## src/rtl/pipe_defs.sv

```systemverilog
// Shared encodings for the pipeline hazard controller: forwarding mux codes,
// controller FSM states and the hard-wired zero register.
package pipe_defs;

    localparam logic [1:0] FWD_RF    = 2'b00;
    localparam logic [1:0] FWD_MEMWB = 2'b01;
    localparam logic [1:0] FWD_EXMEM = 2'b10;

    localparam logic [4:0] REG_ZERO  = 5'd0;

    typedef enum logic {
        ST_RUN     = 1'b0,
        ST_MD_BUSY = 1'b1
    } state_t;

    // The younger producer (EX) holds the newer value, so it wins over MEM.
    function automatic logic [1:0] fwd_pick(input logic ex_hit, input logic mem_hit);
        if (ex_hit)
            return FWD_EXMEM;
        else if (mem_hit)
            return FWD_MEMWB;
        else
            return FWD_RF;
    endfunction

endpackage

```

## src/rtl/haz_match.sv

```systemverilog
// Register-number comparator for one source/stage pair; $0 never matches
// because it is never really written.
module haz_match
    import pipe_defs::*;
(
    input  logic [4:0] src,
    input  logic [4:0] dst,
    output logic       hit
);

    assign hit = (dst != REG_ZERO) && (src == dst);

endmodule

```

## src/rtl/pipe_hazard_ctrl.sv

```systemverilog
// Hazard and sequencing controller for the 5-stage pipeline: stalls, flushes,
// PC source and ALU operand forwarding. Define HAZ_FORWARD_EN to enable forwarding.
module pipe_hazard_ctrl
    import pipe_defs::*;
#(
    parameter int MD_CYCLES = 4,
    parameter int CNT_W     = 16
) (
    input  logic             clk,
    input  logic             rst_n,
    input  logic [4:0]       id_rs,
    input  logic [4:0]       id_rt,
    input  logic             id_use_rs,
    input  logic             id_use_rt,
    input  logic [4:0]       ex_rd,
    input  logic             ex_regwrite,
    input  logic             ex_memread,
    input  logic [4:0]       mem_rd,
    input  logic             mem_regwrite,
    input  logic             ex_br_taken,
    input  logic             md_start,
    output logic             pc_write,
    output logic             pc_src,
    output logic             ifid_write,
    output logic             ifid_flush,
    output logic             idex_write,
    output logic             idex_flush,
    output logic             exmem_flush,
    output logic [1:0]       fwd_a_sel,
    output logic [1:0]       fwd_b_sel,
    output logic             md_busy,
    output logic [CNT_W-1:0] stall_cnt
);

    state_t     state, state_nxt;
    logic [3:0] cnt, cnt_nxt;

    logic rs_ex_hit, rt_ex_hit, rs_mem_hit, rt_mem_hit;
    logic ld_haz, data_haz;

    haz_match u_rs_ex  (.src(id_rs), .dst(ex_rd),  .hit(rs_ex_hit));
    haz_match u_rt_ex  (.src(id_rt), .dst(ex_rd),  .hit(rt_ex_hit));
    haz_match u_rs_mem (.src(id_rs), .dst(mem_rd), .hit(rs_mem_hit));
    haz_match u_rt_mem (.src(id_rt), .dst(mem_rd), .hit(rt_mem_hit));

    assign ld_haz = ex_memread & ((id_use_rs & rs_ex_hit) | (id_use_rt & rt_ex_hit));

`ifdef HAZ_FORWARD_EN
    assign data_haz = ld_haz;
`else
    // Without bypass paths the consumer waits until the producer has written back.
    assign data_haz = ld_haz
                    | (ex_regwrite  & ((id_use_rs & rs_ex_hit)  | (id_use_rt & rt_ex_hit)))
                    | (mem_regwrite & ((id_use_rs & rs_mem_hit) | (id_use_rt & rt_mem_hit)));
`endif

    always_comb begin
        // NOTE: every output gets a default first so no path leaves a latch behind.
        state_nxt   = state;
        cnt_nxt     = cnt;
        pc_write    = 1'b1;
        pc_src      = 1'b0;
        ifid_write  = 1'b1;
        ifid_flush  = 1'b0;
        idex_write  = 1'b1;
        idex_flush  = 1'b0;
        exmem_flush = 1'b0;
        md_busy     = 1'b0;

        if (!rst_n) begin
            // Outputs follow reset asynchronously: pipeline frozen and emptied.
            state_nxt  = ST_RUN;
            cnt_nxt    = 4'd0;
            pc_write   = 1'b0;
            ifid_write = 1'b0;
            idex_write = 1'b0;
            ifid_flush = 1'b1;
            idex_flush = 1'b1;
        end else begin
            case (state)
                ST_RUN: begin
                    if (md_start) begin
                        state_nxt   = ST_MD_BUSY;
                        cnt_nxt     = 4'(MD_CYCLES - 2);
                        pc_write    = 1'b0;
                        ifid_write  = 1'b0;
                        idex_write  = 1'b0;
                        exmem_flush = 1'b1;
                    end else if (ex_br_taken) begin
                        // Redirect squashes the wrong-path instructions and any ID stall.
                        pc_src     = 1'b1;
                        ifid_flush = 1'b1;
                        idex_flush = 1'b1;
                    end else if (data_haz) begin
                        pc_write   = 1'b0;
                        ifid_write = 1'b0;
                        idex_flush = 1'b1;
                    end
                end
                ST_MD_BUSY: begin
                    pc_write    = 1'b0;
                    ifid_write  = 1'b0;
                    idex_write  = 1'b0;
                    exmem_flush = 1'b1;
                    md_busy     = 1'b1;
                    if (cnt == 4'd0)
                        state_nxt = ST_RUN;
                    else
                        cnt_nxt = cnt - 4'd1;
                end
                default: begin
                    state_nxt = ST_RUN;
                    cnt_nxt   = 4'd0;
                end
            endcase
        end
    end

    // NOTE: sequential state uses non-blocking assignments so all registers
    // sample the same pre-edge values.
    always_ff @(posedge clk or negedge rst_n) begin
        if (!rst_n) begin
            state <= ST_RUN;
            cnt   <= 4'd0;
        end else begin
            state <= state_nxt;
            cnt   <= cnt_nxt;
        end
    end

`ifdef HAZ_FORWARD_EN
    logic [1:0] fwd_a_nxt, fwd_b_nxt;

    assign fwd_a_nxt = fwd_pick(rs_ex_hit & ex_regwrite, rs_mem_hit & mem_regwrite);
    assign fwd_b_nxt = fwd_pick(rt_ex_hit & ex_regwrite, rt_mem_hit & mem_regwrite);

    // Codes travel with the instruction into EX: bubbles carry 00, freezes hold.
    always_ff @(posedge clk or negedge rst_n) begin
        if (!rst_n) begin
            fwd_a_sel <= FWD_RF;
            fwd_b_sel <= FWD_RF;
        end else if (idex_flush) begin
            fwd_a_sel <= FWD_RF;
            fwd_b_sel <= FWD_RF;
        end else if (idex_write) begin
            fwd_a_sel <= fwd_a_nxt;
            fwd_b_sel <= fwd_b_nxt;
        end
    end
`else
    assign fwd_a_sel = FWD_RF;
    assign fwd_b_sel = FWD_RF;
`endif

    always_ff @(posedge clk or negedge rst_n) begin
        if (!rst_n)
            stall_cnt <= '0;
        else if (!pc_write && (stall_cnt != '1))
            stall_cnt <= stall_cnt + 1'b1;
    end

endmodule

```

## config.mk

```make
export PLATFORM = sky130hd
export DESIGN_NAME = pipe_hazard_ctrl
export DESIGN_NICKNAME = d
export VERILOG_FILES = /design/src/rtl/pipe_defs.sv /design/src/rtl/haz_match.sv /design/src/rtl/pipe_hazard_ctrl.sv
export SDC_FILE = /design/constraint.sdc
export NUM_CORES = 1
export LEC_CHECK = 0
export ABC_AREA = 1
export BUFFER_PORTS_ARGS = -buffer_cell sky130_fd_sc_hd__buf_4
export CORE_MARGIN = 5
export CORE_UTILIZATION = 47
export DETAILED_ROUTE_END_ITERATION = 12
export PLACE_DENSITY = 0.77
export SYNTH_ARGS = -nofsm -noshare
export SYNTH_HDL_FRONTEND = slang
export SYNTH_HIERARCHICAL = 1
export SYNTH_SLANG_ARGS = --single-unit
```

## constraint.sdc

```tcl
create_clock -name clk -period 1.44 [get_ports clk]
set_input_delay 0.144 -clock clk [delete_from_list [all_inputs] [get_ports clk]]
set_output_delay 0.144 -clock clk [all_outputs]
set_load 0.005 [all_outputs]
```

### After elaboration in Yosys (flattened, before gate mapping)

Cells that the tools add are included.

* input bits: 29
* output and inout bits: 28
* word-level logic and storage cells: 64
* bits in registers: 21

* equal/unequal tests: 7
* reduce and logical (&&, ||, !) cells: 10
* $add $sub $neg: 2
* bitwise operators: 12
* mux-type cells: 30

Operators with widths (count)
* $mux 1: 22
* $eq 5x5->1: 4
* $add 16x1->16 const B: 1
* $ne 16x16->1 const B: 1
* $mux 4: 3
* $reduce_bool 5->1: 2
* $pmux 1 s2: 4
* $pmux 4 s2: 1
* $and 1x1->1: 7
* $ne 3x3->1 const B: 2
* $logic_and 1x1->1: 5
* $logic_not 4->1: 1
* $or 1x1->1: 4
* $sub 4x1->4 const B: 1
* $reduce_and 2->1: 1
* $logic_not 1->1: 1
* $not 1->1: 1

### Depth between registers and ports, before layout

Gate-level depths: netlist (run 1).

* depth after elaboration: 14
* depth in mapped cells: 16
* depth with buffers taken out: 15

### By module

Netlist (run 1), hierarchy kept.

By module, submodules not included
* pipe_hazard_ctrl: area each 1455.1 um^2, seq. area each 525.5 um^2, instances 1, cells each 218
* haz_match: area each 116.4 um^2, seq. area each 0.0 um^2, instances 4, cells each 30

### Worst setup path after synthesis (run 1)

No wires, ideal clock.

* path kind: reg-to-reg
* start point: register stall_cnt[0]
* end point: register stall_cnt[0]
* required time: 1.323 ns
* period minus slack after synthesis: 1.481 ns
* stages on the path, launching flop included: 8
* arrival: 1.365 ns
* setup time: 0.117 ns
* path slack: -0.041 ns
* cell sequence: dfrtp_1 > ha_1 > nand3_2 > nor2_4 > nand4_4 > buf_2 > nand3b_1 > nand2_1

* longest elaborated chain between the ends: 2

RTL lines
* from (decl): line pipe_hazard_ctrl.sv:32 `output logic [CNT_W-1:0] stall_cnt`
* from (signal assigned): line pipe_hazard_ctrl.sv:159 `stall_cnt <= stall_cnt + 1'b1;`
* parallel branches: the longest is 2 deep, another holds $add 16x1->16

Parallel ways; which one is timed is not known.
A chain may end at the register's enable or synchronous reset.

### Final worst setup path (run 1)

* start point: register stall_cnt[1]
* end point: register stall_cnt[4]

The elaborated chain is that of the path after synthesis.

==> results of run 1 <==
-- critical path: stages (launching register included) --
cell and delay [ns]:
dfrtp_1 0.40, ha_4 0.17, nand3_4 0.10, nor2_4 0.13, nand4_4 0.17, buf_12 0.20, nand3_1 0.10, nand2_1 0.08
-- power by group through the flow --
stage	clock network, mW	logic [mW]	registers [mW]
6_report	0.384	1.07	0.806
4_1_cts	0.398	1.01	0.792
3_5_place_dp	0	0.993	0.803
2_1_floorplan	0	0.450	0.840
5_1_grt	0.430	1.21	0.817
3_3_place_gp	0	0.968	0.802
-- logic make-up (layout without fill, tap and decap cells) --
kind of cell / Yosys count / in the layout / synth area share
compound gates: 12 / 12 / 0.0365
xor+xnor: 8 / 8 / 0.0365
fa+ha+maj: 3 / 3 / 0.0195
buf+inv: 65 / 145 / 0.142
flops: 21 / 21 / 0.274
other cells: 1 / 4 / 0.00195
simple gates: 228 / 228 / 0.490
-- flip-flops by register name, indices dropped and copies added (netlist names) --
| register | count |
|---|---|
| cnt | 4 |
| state | 1 |
| stall_cnt | 16 |
-- what timing repair did --
action,CTS,global route
hold endpoints to repair,21,0
setup endpoints to repair,2,22
resized for setup,5,42
pin swaps,1,22
hold buffers,1,0
buffers inserted,1,0
-- area by class of cell --
type                            instances  share of cell area
Clock buffer                            4              0.0163
Inverter                               57              0.0783
Tap cell                               50              0.0226
Multi-Input combinational cell        255               0.439
Timing Repair Buffer                   84               0.254
Sequential cell                        21               0.190
-- metal layers --
| metal | GRT usage | vias to the layer above | wire [um] |
|---|---|---|---|
| met4 | 0.0362 | 0 | 47 |
| met2 | 0.378 | 46 | 2720 |
| li1 | - | 1167 | - |
| met1 | 0.244 | 996 | 2270 |
| met5 | 0 | - | 0 |
| met3 | 0.0219 | 4 | 247 |
-- per-stage QoR --
| step | setup TNS (ns) | hold slack [ns] | util | instance area [um2] |
|---|---|---|---|---|
| after floorplan | 0 | -0.152 | - | 1940 |
| after global placement | -2.50 | -0.0465 | 0.649 | 2580 |
| after detailed placement | -3.53 | -0.0456 | 0.649 | 2580 |
| after CTS | 0 | 0.277 | 0.667 | 2650 |
| after global routing | -1.42 | 0.268 | 0.696 | 2760 |
| final | -0.00595 | 0.273 | 0.696 | 2760 |
-- path summary, 6_finish.rpt --
path	startpoint	to	slack, ns	cells after the start
setup / recovery	stall_cnt[1]	stall_cnt[4]	-0.006	7
hold / removal	rst_n	cnt[2]	0.27	2
setup reg to reg	stall_cnt[1]	stall_cnt[4]	-0.006	7
hold reg to reg	cnt[1]	cnt[1]	0.56	2
max in group asynchronous	rst_n	stall_cnt[4]	0.68	3
min in group clk	rst_n	cnt[3]	0.30	5
-- layout by cell type (no fill, tap or decap) --
master,Yosys,layout
a21boi_1,0,4
a21oi_1,3,3
buf_12,0,1
buf_4,5,69
buf_6,1,11
buf_8,0,2
clkbuf_1,0,1
clkbuf_8,0,3
conb_1,1,4
dfrtp_1,21,21
dlygate4sd3_1,0,1
ha_1,3,2
ha_4,0,1
inv_1,57,50
inv_2,0,6
inv_4,0,1
nand2_1,153,145
nand2_2,0,6
nand2_4,1,2
nand2_8,0,1
nand3_1,19,18
nand3_2,1,1
nand3_4,0,1
nand3b_1,1,1
nand4_1,5,5
nand4_4,1,1
nor2_1,43,37
nor2_2,2,8
nor2_4,1,1
nor3_1,1,1
o21ai_0,5,4
o21ai_1,0,1
xnor2_1,5,5
xor2_1,3,3
==> impl_metrics.json, run 1 <==
{
  "postRouteAntennaNets": 0,
  "p_total_mw": 2.26,
  "synthCells": 338,
  "ff_latch_area_um2": 526,
  "dp.cells": 465,
  "ys_top_cells_by_count": "153 x nand2_1, 57 x inv_1, 43 x nor2_1",
  "rsz0062_at_grt": "yes",
  "cts_buffers": 3,
  "critPathKind": "flip-flop to flip-flop",
  "cts.clk_slew.worst_paths_ns": 0.07,
  "ys_types": 23,
  "avgRoutedWirePerCell_um": 11.2,
  "violations": "setup timing",
  "firstDrtPassIters": 5,
  "fin_crit_sh": 1.00,
  "fill_cells": 361,
  "pwr-share-clk": 0.170,
  "hold_viol": 0,
  "synth_top_cell_area_share": 0.299,
  "critPathRequiredTime_ns": 1.58,
  "pre_cts_ws_ns": -0.210,
  "synth_area_leader_cell": "nand2_1",
  "cts_tree": "yes",
  "synth-seq-area-share": 0.274,
  "root_buffer": "clkbuf_8",
  "antenna_found_initial": 0,
  "grt_max_degree": 20,
  "cts.sinks": 21,
  "htree_levels": 1,
  "grt_pass1_vias": 2125,
  "yosysMostFrequentCell": "nand2_1",
  "num_rows": 23,
  "core_area_um2": 3970,
  "dieArea_um2": 5460,
  "arrival_ns": 1.59,
  "netlist_area_um2": 1920,
  "fmax_mhz": 692,
  "combinationalPowerShare": 0.474,
  "min_period_ns": 1.45,
  "outcome": "finished, violations left",
  "drc": 0,
  "overflow": 0,
  "synth_edf_count": 0,
  "avgSynthCellArea_um2": 5.68,
  "ys_warn_count": 6,
  "p_leak_nw": 1.63,
  "drive_gt1_frac": 0.273,
  "async_reset_ff_frac": 1.00,
  "path_max_fanout": 7,
  "power_frac_seq": 0.356,
  "stdcell_count": 471,
  "p_int_mw": 1.44,
  "hold_path.class": "input pin to asynchronous set/reset pin",
  "maxCapViolCount": 0,
  "areaGrowthSynthToFinish_pct": 43.9,
  "setup_viol": 1,
  "gp_congestion": 0.861,
  "drt_wl_total_mm": 5.28,
  "swShare": 0.364,
  "vias": 2213,
  "drt_iter0_drc": 94,
  "cp-end-kind": "flip-flop",
  "grt_pass1_wl_mm": 8.78,
  "io_buffers": 52,
  "timing.final.ws_setup_ns": -0.00595,
  "dp_hpwl_mm": 4.18,
  "io_pins": 57,
  "fp.dieH_um": 73.9,
  "p_per_area_nw_per_um2": 818,
  "skew_ns": 0.00421,
  "multiInputGateArea_um2": 1210,
  "synthTopCellsByArea": "nand2_1 30%, dfrtp_1 27%, inv_1 11%, nor2_1 8.4%, nand3_1 5.0%",
  "grt_use_total": 0.200,
  "ys_seq_elements": 21,
  "viasPerCell": 4.70,
  "nets": 454,
  "crit_path_start_kind": "flip-flop",
  "synth_ff_type": "dfrtp_1",
  "clockBufferDepth": 2,
  "insertion_delay_ns": 0.26,
  "die_w_um": 73.9,
  "diodes": 0,
  "initial_core_util": 0.484,
  "irDropWorstVdd_mv": 0.909,
  "finalMaxSlewViolations": 0,
  "p_sw_mw": 0.823
}
No activity file was read; power rests on OpenSTA's default activity.
==> run 2, diff against run 1 <==
Settings changed: SETUP_SLACK_MARGIN set to 0.2.
==> run 2 against run 1 <==
Compared with the run above: the run now ends clean; highest routed layer unchanged; sequential share of layout area is 2.1 points lower; utilization is 9.3 points higher; die area stayed put; fmax is 0.47% higher; clock power is 5.2% higher; combinational power is 27% higher; final cell count is 2.5% higher; largest cell class unchanged; count of clock-buffer cells in the layout stayed put; critical path depth stayed put; critical endpoint is now stall_cnt[0].
==> impl_metrics.json, run 2 (same netlist as run 1, synthesis figures left out) <==
{
  "fin_tns_setup_ns": 0,
  "slowest_delay_ns": 0.39,
  "io_pins": 57,
  "stdcell_count": 483,
  "areaGrowthSynthToFinish_pct": 63.2,
  "cp-end-kind": "flip-flop",
  "largest_reg_flops": 16,
  "critPathRequiredTime_ns": 1.60,
  "hold_viol": 0,
  "grt_pass1_vias": 2095,
  "vias": 2409,
  "avgRoutedWirePerCell_um": 13.0,
  "path_max_fanout": 4,
  "grt_use_met3": 0.0246,
  "cp_cell_sequence": "ha_4 > nand3_4 > nor2_4 > nand4_4 > buf_6 > nand3b_1 > nand2_1",
  "die_w_um": 73.9,
  "largestRegisters": "stall_cnt x16, cnt x4, state x1",
  "fin_crit_sh": 0.999,
  "setup_viol": 0,
  "dieArea_um2": 5460,
  "fill_cells": 281,
  "crit_path_start_kind": "flip-flop",
  "path_buf_inv": 1,
  "use_met1": 0.259,
  "htree_levels": 1,
  "overflow": 0,
  "p_per_area_nw_per_um2": 828,
  "final_area_um2": 3130,
  "nets": 466,
  "drt_iter0_drc": 203,
  "diodes": 0,
  "cts.sinks": 21,
  "dp.cells": 462,
  "maxCapViolCount": 0,
  "drc": 0,
  "drive_gt1_frac": 0.400,
  "arrival_ns": 1.60,
  "num_rows": 23,
  "drt_wl_total_mm": 6.26,
  "rsz0062_at_grt": "yes",
  "slowest_stage": "dfrtp_2",
  "final_common_cell": "nand2_1",
  "fmax_mhz": 695,
  "finalMaxSlewViolations": 0,
  "largest_register": "stall_cnt",
  "initial_core_util": 0.484,
  "timing.final.ws_setup_ns": 0.000776,
  "critPathKind": "flip-flop to flip-flop",
  "hold_path.class": "input pin to asynchronous set/reset pin",
  "gp_congestion": 0.894,
  "firstDrtPassIters": 4,
  "p_total_mw": 2.59,
  "dp_hpwl_mm": 4.16,
  "core_area_um2": 3970,
  "ff_latch_area_um2": 531,
  "skew_ns": 0.00454,
  "postRouteAntennaNets": 0,
  "fp.dieH_um": 73.9,
  "grt_use_total": 0.212,
  "pre_cts_ws_ns": -0.190,
  "antenna_found_initial": 0,
  "grt_max_degree": 20,
  "root_buffer": "clkbuf_8",
  "cts_buffers": 3,
  "placed_area_um2": 2590,
  "grt.met2_usage": 0.382,
  "final_cell_mix": "134 x nand2_1, 66 x buf_4, 42 x inv_1, 35 x nor2_1, 22 x buf_6",
  "crit_family": "simple AND/OR/NAND/NOR gates",
  "grt_pass1_wl_mm": 9.20,
  "clockBufferDepth": 2,
  "cts.clk_slew.worst_paths_ns": 0.08,
  "viasPerCell": 4.99,
  "min_period_ns": 1.44,
  "irDropWorstVdd_mv": 0.793,
  "grt.busiest_layer": "met2",
  "outcome": "complete, no violations",
  "insertion_delay_ns": 0.27,
  "p_leak_nw": 1.76,
  "cts_tree": "yes",
  "io_buffers": 52,
  "multiInputGateArea_um2": 1410
}
## run 2: changes by cell type in the layout (fill, tap and decap cells not counted), moves of 4 or more
cell	before	now
nand2_1	145	134
nand3_2	1	12
o21ai_2	0	4
nand2_4	2	8
dfrtp_2	0	4
nand3_1	18	7
inv_1	50	42
o21ai_0	4	0
nand2_2	6	12
dfrtp_1	21	17
buf_6	11	22
## run 2: timing repair
action,in CTS,in global routing
cloned,0,1
setup endpoints to repair,26,30
pin swaps,32,47
hold buffers,1,0
gates resized for setup,43,71
setup buffers,10,5
hold endpoints to repair,21,0
## run 2: final timing paths
path,endpoint,cells after the start,slack [ns],start
worst max-delay path,stall_cnt[0],7,0.0008,stall_cnt[1]
worst min-delay path,state,2,0.29,rst_n
worst max register to register,stall_cnt[0],7,0.0008,stall_cnt[1]
worst min register to register,stall_cnt[13],3,0.61,stall_cnt[13]
max in group asynchronous,stall_cnt[0],3,0.64,rst_n
min in group clk,state,5,0.36,rst_n
## run 2: area by class of cell
cell class | instances | area share
well taps | 50 | 0.0200
repair buffers | 95 | 0.272
multi-input cells | 256 | 0.449
inverters | 57 | 0.0754
flip-flops and latches | 21 | 0.169
clock buffers | 4 | 0.0144
## run 2: metrics by stage
step / utilization / hold WS, ns
finish: 0.789 / 0.292
floorplan: - / -0.152
global placement: 0.652 / -0.0529
CTS: 0.718 / 0.249
detailed placement: 0.652 / -0.0514
global route: 0.789 / 0.295
## run 2: power by group
part           internal [mW]  leakage (nW)  switching, mW
Combinational          0.715          1.46          0.646
Sequential             0.702         0.275          0.127
Clock                  0.198        0.0228          0.206
Total                   1.61          1.76          0.979
## run 2: routing by layer
metal  up-vias  routed length [um]
met5         -                   0
met3        19                 375
met2        90                3240
met4         0                 197
li1       1193                   -
met1      1107                2450
## run 2: worst reg2reg max path, cell delays in order, from the launching register on
cell and delay [ns]:
dfrtp_2 0.39, ha_4 0.15, nand3_4 0.11, nor2_4 0.15
nand4_4 0.19, buf_6 0.20, nand3b_1 0.07, nand2_1 0.05
==> run 3, diff against run 2 <==
Settings changed: CORE_UTILIZATION 47 to 46, PLACE_DENSITY 0.77 to 0.76, SYNTH_HIERARCHICAL 1 to unset.
==> run 3 against run 2 <==
Compared with the run above: the run now ends with setup timing left; critical path depth stayed put; utilization is 0.26 points lower; clock skew is 0.00086 ns higher; critical endpoint is now stall_cnt[10]; die area is 5.4% lower; routed wire length is 7.1% higher; clock power is 1% higher; non-clock buffer count is 2 higher; synthesized area is 8.2% lower; first-iteration DRC count is 36% higher; via count is 6.7% lower.
==> impl_metrics.json, run 3 <==
{
  "final_common_cell": "nand2_1",
  "met3RoutedLength_um": 484,
  "hold_path.class": "input pin to flip-flop",
  "cts_tree": "yes",
  "irDropWorstVdd_mv": 0.480,
  "htree_levels": 1,
  "largestRegisters": "stall_cnt x16, cnt x4, state x1",
  "r2r_slack_ns": -0.04,
  "violations": "setup timing",
  "overflow": 0,
  "synth-seq-area-share": 0.298,
  "avgSynthCellArea_um2": 6.19,
  "critPathKind": "flip-flop to flip-flop",
  "fin_crit_sh": 1.02,
  "rsz0062_at_grt": "yes",
  "arrival_ns": 1.68,
  "wl_met2_mm": 3.41,
  "finalMaxSlewViolations": 0,
  "io_buffers": 52,
  "utilization": 0.787,
  "fp.dieH_um": 71.9,
  "drt_wl_total_mm": 6.70,
  "die_w_um": 71.9,
  "ys_top_cells_by_count": "110 x nand2_1, 39 x inv_1, 31 x nand3_1",
  "synth_edf_count": 0,
  "timing.final.ws_setup_ns": -0.0356,
  "synthSimpleGateAreaFrac": 0.444,
  "core_area_um2": 3690,
  "initial_core_util": 0.478,
  "grt_use_total": 0.221,
  "antenna_found_initial": 0,
  "synth_top_cell_area_share": 0.298,
  "skew_ns": 0.00541,
  "crit_path_start_kind": "flip-flop",
  "path_max_fanout": 4,
  "gp_congestion": 0.914,
  "synthTopCellsByArea": "dfrtp_1 30%, nand2_1 23%, nand3_1 8.8%, inv_1 8.3%, nor2_1 6.2%",
  "synth_ff_type": "dfrtp_1",
  "cts.clk_slew.worst_paths_ns": 0.09,
  "cts_buffers": 3,
  "synth_top_family_by_area": "simple AND/OR/NAND/NOR gates",
  "synthXorXnorAreaFrac": 0.0696,
  "p_leak_nw": 1.61,
  "setup_viol": 6,
  "m1WireLength_mm": 2.49,
  "num_rows": 22,
  "root_buffer": "clkbuf_8",
  "routed.top_layer": "met4",
  "vias": 2248,
  "hold_viol": 0,
  "p_per_area_nw_per_um2": 920,
  "fin_tns_setup_ns": -0.0722,
  "critPathRequiredTime_ns": 1.65,
  "final_cell_mix": "100 x nand2_1, 77 x buf_4, 31 x inv_1, 21 x nor2_1",
  "synth_fa_ha_area_frac": 0.0213,
  "maxCapViolCount": 0,
  "fill_cells": 268,
  "ys_warn_count": 0,
  "largest_reg_flops": 16,
  "ys_seq_elements": 21,
  "synthCells": 285,
  "grt_pass1_wl_mm": 9.20,
  "nets": 414,
  "synth_compound_area_frac": 0.0390,
  "clockBufferDepth": 2,
  "io_pins": 57,
  "async_reset_ff_frac": 1.00,
  "largest_register": "stall_cnt",
  "synth.area.mux_share": 0,
  "drive_gt1_frac": 0.438,
  "ys_types": 22,
  "cp-end-kind": "flip-flop",
  "areaGrowthSynthToFinish_pct": 64.6,
  "yosysMostFrequentCell": "nand2_1",
  "diodes": 0,
  "firstDrtPassIters": 4,
  "viasPerCell": 5.24,
  "placed_area_um2": 2410,
  "postRouteAntennaNets": 0,
  "dp_hpwl_mm": 4.08,
  "avgRoutedWirePerCell_um": 15.6,
  "outcome": "finished, violations left",
  "fmax_mhz": 678,
  "drt_iter0_drc": 277,
  "drc": 0,
  "insertion_delay_ns": 0.27,
  "min_period_ns": 1.48,
  "grt_pass1_vias": 2103,
  "final_area_um2": 2900,
  "synth_area_leader_cell": "dfrtp_1",
  "cts.sinks": 21,
  "netlist_area_um2": 1760,
  "grt_max_degree": 22,
  "dieArea_um2": 5170
}
-- run 3: changes by cell type in the layout (fill, tap and decap cells not counted), sizes merged, moves of 3 or more --
cell	before	now
nand2	155	114
nor2	46	29
inv	57	43
nand3	20	31
xor2	3	8
a21boi	4	0
nor3	1	4
o22ai	0	3
-- run 3: worst max-delay path: stages, from the launching register on --
cell and delay (ns):
dfrtp_1 0.48, buf_4 0.18, nand2_1 0.08, nor2_1 0.14, nand3_1 0.13, xor2_1 0.23, nand3_2 0.11, nand2_1 0.07
-- run 3: final timing paths --
check                      depth (start not counted)           from            end
setup / recovery                                   7   stall_cnt[2]  stall_cnt[10]
hold reg to reg                                    2  stall_cnt[15]  stall_cnt[15]
max in group asynchronous                          3          rst_n   stall_cnt[9]
min in group asynchronous                          3          rst_n   stall_cnt[6]
setup reg to reg                                   7   stall_cnt[2]  stall_cnt[10]
hold / removal                                     5          rst_n         cnt[0]
-- run 3: layout make-up --
type	instances	area, um2	share of cell area
Clock inverter	1	5.00	0.00172
Inverter	43	171	0.0591
Multi-Input combinational cell	216	1290	0.446
Clock buffer	3	41.3	0.0142
Tap cell	48	60.1	0.0207
Timing Repair Buffer	97	802	0.276
Sequential cell	21	528	0.182
-- run 3: what timing repair did --
item,CTS,global route
resized for setup,36,42
pin swaps,8,28
endpoints found under the hold margin,21,0
hold buffers,1,0
buffers inserted,14,5
endpoints found under the setup margin,26,28
-- run 3: logic make-up (layout without fill, tap and decap cells) --
logic type,after synthesis,in the layout
adders and majority gates,3,3
other,1,4
and+or+nand+nor,182,182
AOI/OAI and AO/OA,13,13
DFF,21,21
xor gates and xnor gates,14,14
buffers and inverters,51,144
-- run 3: where the power goes --
part,switching [mW],internal (mW),total [mW]
Clock,0.215,0.193,0.408
Sequential,0.106,0.695,0.801
Combinational,0.727,0.732,1.46
-- run 3: per-stage QoR --
step	setup slack (ns)	hold WS [ns]	power, mW	instances
final	-0.0356	0.342	2.67	429
after global routing	-0.0811	0.359	2.82	429
after CTS	0.0669	0.322	2.41	424
after detailed placement	0.0159	0.188	1.81	405
after global placement	0.0637	0.182	1.78	405
after floorplan	0.0261	-0.152	1.31	288
-- run 3: per-layer routing --
| metal | vias up | track usage |
|---|---|---|
| met5 | - | 0 |
| met4 | 0 | 0.109 |
| li1 | 1061 | - |
| met2 | 120 | 0.405 |
| met1 | 1031 | 0.239 |
| met3 | 36 | 0.0457 |
